===== src/rtl/fabric_instr_loader_pkg.sv =====
// Shared types and constants for the per-row instruction loader.
package fabric_instr_loader_pkg;

  localparam int INSTR_DATA_WIDTH = 32;
  localparam int INSTR_ADDR_WIDTH = 6;
  localparam int INSTR_HOPS_WIDTH = 4;
  localparam int COLS             = 2;

  // Record width on the host side: {hops, addr, data}.
  localparam int INSTR_REC_WIDTH  = INSTR_HOPS_WIDTH + INSTR_ADDR_WIDTH + INSTR_DATA_WIDTH;

  // The last instruction needs one cycle per cell register plus one to leave the row.
  localparam int SETTLE_CYCLES    = COLS + 1;

  typedef enum logic [2:0] {
    IDLE,
    LOAD,
    SETTLE,
    CALL,
    RUN,
    DONE
  } state_t;

  typedef struct packed {
    logic [INSTR_HOPS_WIDTH-1:0] hops;
    logic [INSTR_ADDR_WIDTH-1:0] addr;
    logic [INSTR_DATA_WIDTH-1:0] data;
    logic                        last;
  } instr_rec_t;

endpackage


===== src/rtl/loader_fifo.sv =====
// Small synchronous FIFO of instruction records. Pointers carry one extra
// wrap bit so full and empty are distinguishable without a counter.
module loader_fifo
  import fabric_instr_loader_pkg::*;
#(
  parameter int DEPTH = 4
) (
  input  logic       clk,
  input  logic       rst,
  input  logic       flush,
  input  logic       push,
  input  instr_rec_t wr_rec,
  input  logic       pop,
  output instr_rec_t rd_rec,
  output logic       full,
  output logic       empty
);

  localparam int AW = $clog2(DEPTH);

  instr_rec_t     mem_q [DEPTH];
  logic [AW:0]    wr_ptr_q;
  logic [AW:0]    rd_ptr_q;

  assign empty  = (wr_ptr_q == rd_ptr_q);
  assign full   = (wr_ptr_q[AW] != rd_ptr_q[AW]) &&
                  (wr_ptr_q[AW-1:0] == rd_ptr_q[AW-1:0]);
  assign rd_rec = mem_q[rd_ptr_q[AW-1:0]];

  // Pointer update; flush discards anything left once an episode's last record is issued.
  // NOTE: sequential state uses non-blocking (<=) so every register samples pre-edge values.
  always_ff @(posedge clk or posedge rst) begin
    if (rst) begin
      wr_ptr_q <= '0;
      rd_ptr_q <= '0;
    end else if (flush) begin
      wr_ptr_q <= '0;
      rd_ptr_q <= '0;
    end else begin
      if (push) wr_ptr_q <= wr_ptr_q + 1'b1;
      if (pop)  rd_ptr_q <= rd_ptr_q + 1'b1;
    end
  end

  // Storage array write.
  // NOTE: the array has no reset; pointers define validity, and a resettable RAM costs flops.
  always_ff @(posedge clk) begin
    if (push) mem_q[wr_ptr_q[AW-1:0]] <= wr_rec;
  end

endmodule


===== src/rtl/fabric_instr_loader.sv =====
// Per-row loader: buffers host instruction records, streams them onto the
// row's instr_* chain, waits for them to settle, calls the row and then
// waits for its ret handshake (or the watchdog) before reporting done.
module fabric_instr_loader
  import fabric_instr_loader_pkg::*;
#(
  parameter int FIFO_DEPTH    = 4,
  parameter int TIMEOUT_WIDTH = 16
) (
  input  logic                        clk,
  input  logic                        rst,
  input  logic                        start,
  input  logic [TIMEOUT_WIDTH-1:0]    timeout_limit,
  input  logic                        in_valid,
  output logic                        in_ready,
  input  logic [INSTR_REC_WIDTH-1:0]  in_data,
  input  logic                        in_last,
  output logic [INSTR_DATA_WIDTH-1:0] instr_data_out,
  output logic [INSTR_ADDR_WIDTH-1:0] instr_addr_out,
  output logic [INSTR_HOPS_WIDTH-1:0] instr_hops_out,
  output logic                        instr_en_out,
  output logic                        call,
  input  logic                        ret,
  output logic                        busy,
  output logic                        done,
  output logic                        timeout
);

  localparam int SW = $clog2(SETTLE_CYCLES + 1);

  state_t                      state_q, state_d;
  logic [SW-1:0]               settle_cnt_q, settle_cnt_d;
  logic [TIMEOUT_WIDTH-1:0]    wd_q, wd_d, wd_inc;
  logic                        arm_q, arm_d;
  logic                        timeout_q, timeout_d;

  logic [INSTR_DATA_WIDTH-1:0] instr_data_q;
  logic [INSTR_ADDR_WIDTH-1:0] instr_addr_q;
  logic [INSTR_HOPS_WIDTH-1:0] instr_hops_q;
  logic                        instr_en_q;

  instr_rec_t                  push_rec, fifo_head;
  logic                        fifo_full, fifo_empty;
  logic                        push, pop, pop_last;

  assign in_ready = (state_q == LOAD) && !fifo_full;
  assign push     = in_valid && in_ready;
  assign pop      = (state_q == LOAD) && !fifo_empty;
  assign pop_last = pop && fifo_head.last;
  assign push_rec = instr_rec_t'({in_data, in_last});

  // Watchdog advances by one and sticks at all-ones instead of wrapping.
  assign wd_inc   = (wd_q == '1) ? wd_q : wd_q + 1'b1;

  loader_fifo #(.DEPTH(FIFO_DEPTH)) u_fifo (
    .clk    (clk),
    .rst    (rst),
    .flush  (pop_last),
    .push   (push),
    .wr_rec (push_rec),
    .pop    (pop),
    .rd_rec (fifo_head),
    .full   (fifo_full),
    .empty  (fifo_empty)
  );

  // Control state registers.
  always_ff @(posedge clk or posedge rst) begin
    if (rst) begin
      state_q      <= IDLE;
      settle_cnt_q <= '0;
      wd_q         <= '0;
      arm_q        <= 1'b0;
      timeout_q    <= 1'b0;
    end else begin
      state_q      <= state_d;
      settle_cnt_q <= settle_cnt_d;
      wd_q         <= wd_d;
      arm_q        <= arm_d;
      timeout_q    <= timeout_d;
    end
  end

  // Next-state logic for the episode sequence.
  // NOTE: every signal gets a default before the case so no path can infer a latch.
  always_comb begin
    state_d      = state_q;
    settle_cnt_d = settle_cnt_q;
    wd_d         = wd_q;
    arm_d        = arm_q;
    timeout_d    = timeout_q;
    unique case (state_q)
      IDLE: begin
        if (start) state_d = LOAD;
      end
      LOAD: begin
        if (pop_last) begin
          state_d      = SETTLE;
          settle_cnt_d = '0;
        end
      end
      SETTLE: begin
        if (settle_cnt_q == SW'(SETTLE_CYCLES - 1)) begin
          state_d = CALL;
          wd_d    = '0;   // watchdog reads zero during the call cycle
        end else begin
          settle_cnt_d = settle_cnt_q + 1'b1;
        end
      end
      CALL: begin
        // The call cycle counts as the first elapsed cycle of the run.
        wd_d      = wd_inc;
        arm_d     = 1'b0;
        timeout_d = 1'b0;
        state_d   = RUN;
      end
      RUN: begin
        wd_d = wd_inc;
        if (!ret) arm_d = 1'b1;
        if (arm_q && ret) begin
          state_d   = DONE;
          timeout_d = 1'b0;
        end else if ((timeout_limit != '0) && (wd_inc >= timeout_limit)) begin
          state_d   = DONE;
          timeout_d = 1'b1;
        end
      end
      DONE: begin
        state_d = IDLE;
      end
      default: begin
        state_d = IDLE;
      end
    endcase
  end

  // Instruction output register: strobe per pop, data fields hold between strobes.
  always_ff @(posedge clk or posedge rst) begin
    if (rst) begin
      instr_data_q <= '0;
      instr_addr_q <= '0;
      instr_hops_q <= '0;
      instr_en_q   <= 1'b0;
    end else begin
      instr_en_q <= pop;
      if (pop) begin
        instr_data_q <= fifo_head.data;
        instr_addr_q <= fifo_head.addr;
        instr_hops_q <= fifo_head.hops;
      end
    end
  end

  assign instr_data_out = instr_data_q;
  assign instr_addr_out = instr_addr_q;
  assign instr_hops_out = instr_hops_q;
  assign instr_en_out   = instr_en_q;
  assign call           = (state_q == CALL);
  assign busy           = (state_q != IDLE);
  assign done           = (state_q == DONE);
  assign timeout        = (state_q == DONE) && timeout_q;

endmodule

===== config.mk =====
export PLATFORM = sky130hd
export DESIGN_NAME = fabric_instr_loader
export DESIGN_NICKNAME = d
export VERILOG_FILES = /design/src/rtl/fabric_instr_loader_pkg.sv /design/src/rtl/loader_fifo.sv /design/src/rtl/fabric_instr_loader.sv
export SDC_FILE = /design/constraint.sdc
export NUM_CORES = 1
export LEC_CHECK = 0
export ABC_AREA = 1
export CAP_MARGIN = 20
export CORE_MARGIN = 2
export CORE_UTILIZATION = 40
export CTS_BUF_LIST = sky130_fd_sc_hd__clkbuf_8 sky130_fd_sc_hd__clkbuf_16
export DETAILED_ROUTE_END_ITERATION = 16
export PLACE_DENSITY = 0.57
export SYNTH_ARGS = -nofsm -noshare
export SYNTH_HDL_FRONTEND = slang
export SYNTH_SLANG_ARGS = --single-unit

===== constraint.sdc =====
create_clock -name clk -period 4.41 [get_ports clk]
set_input_delay 1.323 -clock clk [delete_from_list [all_inputs] [get_ports clk]]
set_output_delay 1.323 -clock clk [all_outputs]
set_load 0.03 [all_outputs]

* After elaboration in Yosys (flattened, before gate mapping) *
Memory sizes are Yosys's and may differ from the RTL's.
Cells that the tools add are included.

storage, ports and cells
  output and inout bits = 48
  bits in latches = 0
  RAM bits = 172
  memory bits (read-only) = 0
  word-level logic and storage cells = 80
  memories = 1
  flip-flop bits (word level) = 72
  bits of input ports = 64

operators by class
  divide/modulo/power cells = 0
  bitwise logic cells = 0
  $mul = 0
  eq/ne operators = 16
  add/sub/neg operators = 4
  shifts and indexed selects = 0
  mux-type cells = 23
  reductions and logical operators = 24
  order comparisons = 1

memories
  name          depth  bits a word  rd ports  clocked after memory_dff  write ports  line               text
  u_fifo.mem_q  4      43           1         0                         1            loader_fifo.sv:21  instr_rec_t mem_q [DEPTH];

operators with widths
  cell                                                             number
  16-bit two-way mux                                               2
  16-bit case mux with 2 select lines                              1
  3-bit two-way mux                                                9
  16-bit by 1-bit adder with 16-bit output, second input constant  1
  16-bit == test, second input constant                            1
  16-bit >= comparator                                             1
  16-bit nonzero test                                              1
  3-bit case mux with 5 select lines                               1
  2-bit != test, second input constant                             5
  2-bit nonzero test                                               5
  1-bit logical AND                                                8
  3-bit by 1-bit adder with 3-bit output, second input constant    2
  3-bit by 2-bit == test with 1-bit output, second input constant  2
  3-bit == test, second input constant                             2
  2-bit AND reduction                                              3
  1-bit two-way mux                                                5
  2-bit two-way mux                                                2
  1-bit case mux with 2 select lines                               2
  2-bit case mux with 2 select lines                               1
  4-bit AND reduction                                              1
  3-bit by 1-bit == test with 1-bit output, second input constant  1
  3-bit == test                                                    1
  3-bit zero test                                                  1
  3-bit != test, second input constant                             1
  other kinds (8)                                                  9

* Logic depth before layout (Yosys ltp) *
  depth after elaboration = 7
  mapped depth = 22
  mapped depth without buffers = 22

* Modules after synthesis *
A second synthesis with hierarchy kept.

unflattened totals
  cells, all modules = 1,013
  area total of the unflattened synthesis = 10,799.1 um2

by module, submodules not included
  module               instances  cells an instance  area each (um2)
  loader_fifo          1          552                7,165.6
  fabric_instr_loader  1          461                3,633.5

* Worst setup path after synthesis *
OpenSTA, ideal clock, no wires.

  path kind = input to register
  start = input port in_valid
  end = memory u_fifo.mem_q[0][0] (netlist name), enable pin
  path slack = 583 ps
  library setup time = 443 ps
  cell stages on the path = 4
  data arrival time = 3,383 ps
  cell sequence = inv_1 -> nor2_2 -> inv_1 -> nor2_1

on the way
  cells in the longest elaborated chain, start to end = 3

RTL lines
  what                                     line                       text
  from (decl)                              fabric_instr_loader.sv:14  input logic in_valid,
  1-bit logical AND                        fabric_instr_loader.sv:47  assign push = in_valid && in_ready;
  1-bit two-way mux                        loader_fifo.sv:48          if (push) mem_q[wr_ptr_q[AW-1:0]] <= wr_rec;
  1-bit two-way mux (not written as such)  loader_fifo.sv:48
  to (decl)                                loader_fifo.sv:21

No other way between the ends.

* Worst setup path after layout *
  start = register state_q[2]
  end = output port in_ready

on the way
  cells in the longest elaborated chain, start to end = 2

RTL lines
  what                                      line                       text
  from (decl)                               fabric_instr_loader.sv:31  state_t state_q, state_d;
  from (signal assigned)                    fabric_instr_loader.sv:76  state_q <= state_d;
  3-bit by 1-bit == test with 1-bit output  fabric_instr_loader.sv:46  assign in_ready = (state_q == LOAD) && !fifo_full;
  1-bit logical AND                         fabric_instr_loader.sv:46
  to (decl)                                 fabric_instr_loader.sv:15  output logic in_ready,

No other way between the ends.

==> summary.md <==
| Metric | Value |
|---|---|
| Fin Setup TNS | `0 ps` |
| Top achievable clock speed | `approximately 290 MHz` |
| Number of DRC markers after the initial detailed-route iteration | `around 420` |
| Post-CTS Hold Fix Bufs | `0` |
| Die boundary height | `approximately 160 um` |
| CP Launch Type | `flip-flop` |
| Clock-pin slew reported for the worst setup and hold paths after clock tree synthesis | `60 ps` |
| Switching Share | `between 30% and 40%` |
| Number of hold-slack violations in the final timing report | `0` |
| Slew at the pin closest to its max-slew limit | `around 1000 ps` |
| Area growth syn-to-layout | `22.1%` |
| Post-synth EDFFs | `between 150 and 200` |
| Most used standard cell by instance count after synthesis | `nor2_1` |
| Unrepaired setup endpoints after global routing | `false` |
| Proportion of synthesized flip-flops having asynchronous set or reset | `slightly below 30%` |
| Combinational group share of total power | `a little over a third` |
| Post-synthesis cell type with the largest combined area | `edfxtp_1` |
| Max stage delay on crit path | `around 670 ps` |
| DRC violation count after routing | `0` |
| Number of fillers in the final layout | `approximately 2300` |
| Synthesis Warnings | `0` |
| Worst path setup slack after routing | `916 ps` |
| Outcome | `complete, no violations` |
| Fraction of final layout cells with drive strength greater than 1 | `a little under a tenth` |
| Compound-gate portion of the synthesized area | `under 10%` |
| Power share of the sequential group | `~38%` |
| Static leakage power | `around 4.8 nW` |
| Drt first pass iters | `5` |
| Highest-delay cell along the critical path | `clkdlybuf4s50_1` |
| Arrival time worst endpoint | `roughly 2200 ps` |
| Number of nets in the synthesized netlist | `roughly 1000` |
| Std cell rows | `58` |
| Maximum resistive drop on vdd | `about 0.47 mV` |
| Number of global-route vias before repair | `6600` |
| Internal cell power | `0.00528 W` |
| Overall track demand over capacity in global routing | `between 10% and 20%` |
| Synth Flop Type | `edfxtp_1` |
| Final instance area | `between 0.01 and 0.015 mm^2` |
| Per-instance average area after synthesis | `between 10 and 15 um^2` |
| Cells after Synth | `just over 900` |
| Effective utilization at floorplan | `roughly two fifths` |
| Main combinational cell family by area after synthesis | `simple AND/OR/NAND/NOR gates` |
| Share of the synthesized area in the top cell type | `49.8%` |
| Cell class contributing the biggest share of worst-path delay | `buffers and inverters` |
| Total Die Area | `roughly 0.027 mm^2` |
| Worst-path cell chain | `nor3_2, nand2_1, inv_1, clkdlybuf4s50_1` |
| MaxCap Viol Count | `0` |
| Number of levels in the clock H-tree | `1` |
| Half-perimeter wire length after placement | `13200 um` |
| Final setup fails | `0` |
| Critical path data required time | `roughly 3000 ps` |
| TritonCTS clock tree | `built` |
| Final worst clock skew | `20.8 ps` |
| Total wire length after detailed routing | `approximately 22000 um` |
| Placeable Area | `between 0.02 and 0.03 mm^2` |
| Power per cell area | `660 mW/mm^2` |
| Number of antenna violations at the first check in global routing | `2` |
| Multiplexer fraction of the synthesized cell area | `0%` |
| Relative slew slack | `between 30 and 40%` |
| WL/cell | `about 16 um` |
| First-pass GRT wire length | `roughly 35000 um` |
| Area post-placement | `around 0.012 mm^2` |
| Dominant cells by area after synthesis | `edfxtp_1, dfrtp_1, nor2_1, o21ai_0, nand2_1` |
| Clock insertion delay at the later pin of the skew report | `between 500 and 600 ps` |
| Number of buffers created by CTS | `26` |
| Number of max-slew violations in the final report | `0` |
| Via density per instance | `roughly 5` |
| Final estimated routing congestion in global placement | `~0.80` |
| Number of gates resized after CTS | `0` |
| Die boundary width | `165 um` |
| Post-synthesis share of cell area spent on full adders, half adders and majority gates | `under 10%` |
| Share of synthesized cell area in and, or, nand and nor gates | `between 10% and 20%` |
| Cell area after synthesis | `0.0104 mm^2` |
| Number of nets in the layout | `1116` |
| Global route overflow | `0` |
| Sw Pwr | `~0.003 W` |
| Master cell of the clock root buffer | `clkbuf_16` |
| Type of the tightest min-delay check | `flip-flop to flip-flop` |
| Number of placed I/O pins | `between 100 and 150` |
| Part of the total power dissipated in the clock network | `between 20% and 30%` |
| Vias | `6824` |
| Share of the clock period used by the worst path | `slightly below 80%` |
| CTS Sinks | `244` |
| Minimum clock period | `roughly 3500 ps` |
| Maximum fanout count along the critical path | `6` |
| Xor and xnor fraction of the mapped netlist area | `~1.2%` |
| Worst slack after detailed placement | `approximately 1100 ps` |
| Critical Setup Path Class | `flip-flop to primary output` |
| R2R Setup Slk | `1320 ps` |
| Sequential fraction of the synthesis area | `about 67%` |
| Crit end category | `primary output` |
| Count of buffers from port buffering | `111` |
| Buf+Inv Stages, Crit Path | `2` |
| Detail Route Antenna Nets | `0` |
| Number of unique standard cell types used by synthesis | `45` |
| Maximum number of pins on one net before global-route repair | `between 90 and 100` |
| Bufs on Longest Clock Path | `3` |
| Flops & latches, synth | `approximately 240` |
| Commonest cells in the synthesized netlist | `nor2_1, edfxtp_1, o21ai_0` |
| Post-CTS Setup Inserts | `0` |
[worst paths after layout]
check / depth (start not counted) / start / end
max: 4 / state_q[2] / in_ready
min: 2 / timeout_q / timeout_q
max reg2reg: 16 / wd_q[1] / state_q[1]
min reg2reg: 2 / timeout_q / timeout_q
max in group asynchronous: 3 / rst / instr_hops_out[3]
min in group asynchronous: 2 / rst / instr_addr_out[2]
[sequential cells by signal, summed over array words and instances (netlist names)]
register         cells
arm_q                1
state_q              3
wd_q                16
timeout_q            1
u_fifo.rd_ptr_q      3
instr_data_out      32
u_fifo.wr_ptr_q      3
instr_addr_out       6
settle_cnt_q         2
instr_en_out         1
u_fifo.mem_q       172
instr_hops_out       4
[tightest hold or removal path, cell delays in order (launching register included)]
cell	delay, ps
dfrtp_1	340
nand2_1	50
nand2_1	40
[metrics by stage]
stage | hold slack (ps) | cells | util (%) | power, W
after floorplan | 434 | 920 | - | 0.00532
after global placement | 452 | 1331 | 46.5 | 0.00625
after detailed placement | 457 | 1331 | 46.5 | 0.00627
after CTS | 473 | 1379 | 50.0 | 0.00847
after global routing | 506 | 1379 | 50.0 | 0.00890
final | 466 | 1380 | 50.0 | 0.00835
[metal layers]
| layer | wire length, um | track usage (%) | vias up |
|---|---|---|---|
| met4 | 358 | 3.24 | 2 |
| li1 | - | - | 3373 |
| met3 | 1180 | 2.79 | 32 |
| met2 | 10400 | 27.9 | 170 |
| met5 | 13 | 0 | - |
| met1 | 9990 | 22.5 | 3247 |
[cells in the final DEF, fill, tap and decap left out, types with 2 or more instances in the layout]
| cell | netlist | final |
|---|---|---|
| ha_1 | 23 | 23 |
| bufinv_16 | 0 | 3 |
| or2_2 | 3 | 3 |
| xor2_1 | 9 | 9 |
| nand3_2 | 2 | 2 |
| nand2_1 | 82 | 82 |
| nor4_1 | 3 | 3 |
| a31oi_1 | 32 | 32 |
| clkdlybuf4s50_1 | 0 | 111 |
| o21ai_1 | 11 | 11 |
| inv_2 | 6 | 7 |
| nand2_2 | 4 | 4 |
| clkbuf_16 | 0 | 26 |
| o21ai_0 | 93 | 93 |
| xnor2_1 | 2 | 2 |
| inv_1 | 56 | 56 |
| a31oi_2 | 10 | 10 |
| a22o_1 | 2 | 2 |
| o21ai_2 | 2 | 2 |
| nand3_1 | 10 | 10 |
| inv_4 | 2 | 2 |
| a21oi_1 | 15 | 15 |
| clkbuf_8 | 0 | 3 |
| nor3_2 | 3 | 3 |
| xnor2_2 | 2 | 2 |
| dfrtp_1 | 72 | 70 |
| buf_4 | 3 | 8 |
| nor2_4 | 1 | 4 |
| nand4_1 | 6 | 6 |
| clkinv_1 | 1 | 8 |
| edfxtp_1 | 172 | 172 |
| nor2_2 | 4 | 4 |
| buf_12 | 0 | 2 |
| nor3_1 | 6 | 6 |
| nor2_1 | 236 | 233 |
| clkinv_2 | 0 | 6 |
[power groups by stage]
| stage | Sequential, W | Combinational [W] | Clock, W |
|---|---|---|---|
| 2_1_floorplan | 0.00353 | 0.00179 | 0 |
| 3_3_place_gp | 0.00321 | 0.00305 | 0 |
| 3_5_place_dp | 0.00321 | 0.00307 | 0 |
| 4_1_cts | 0.00317 | 0.00308 | 0.00223 |
| 5_1_grt | 0.00321 | 0.00337 | 0.00231 |
| 6_report | 0.00316 | 0.00301 | 0.00218 |
[cell type report]
cell class                      count  area, um^2  share of cell area (%)
Timing Repair Buffer              121        1210                    9.57
Inverter                           65         250                    1.98
Clock inverter                     19         174                    1.37
Multi-Input combinational cell    571        2940                    23.3
Clock buffer                       29         692                    5.47
Tap cell                          330         413                    3.26
Antenna cell                        1        2.50                  0.0198
Sequential cell                   244        6970                    55.1
[kinds of logic (layout without fill, tap and decap cells)]
group / after synthesis / in the layout
other cells: 0 / 1
flops: 244 / 244
xor+xnor: 13 / 13
compound gates: 170 / 170
fa+ha+maj: 23 / 23
simple gates: 365 / 365
buf+inv: 105 / 234
No activity file was read; power rests on OpenSTA's default activity.
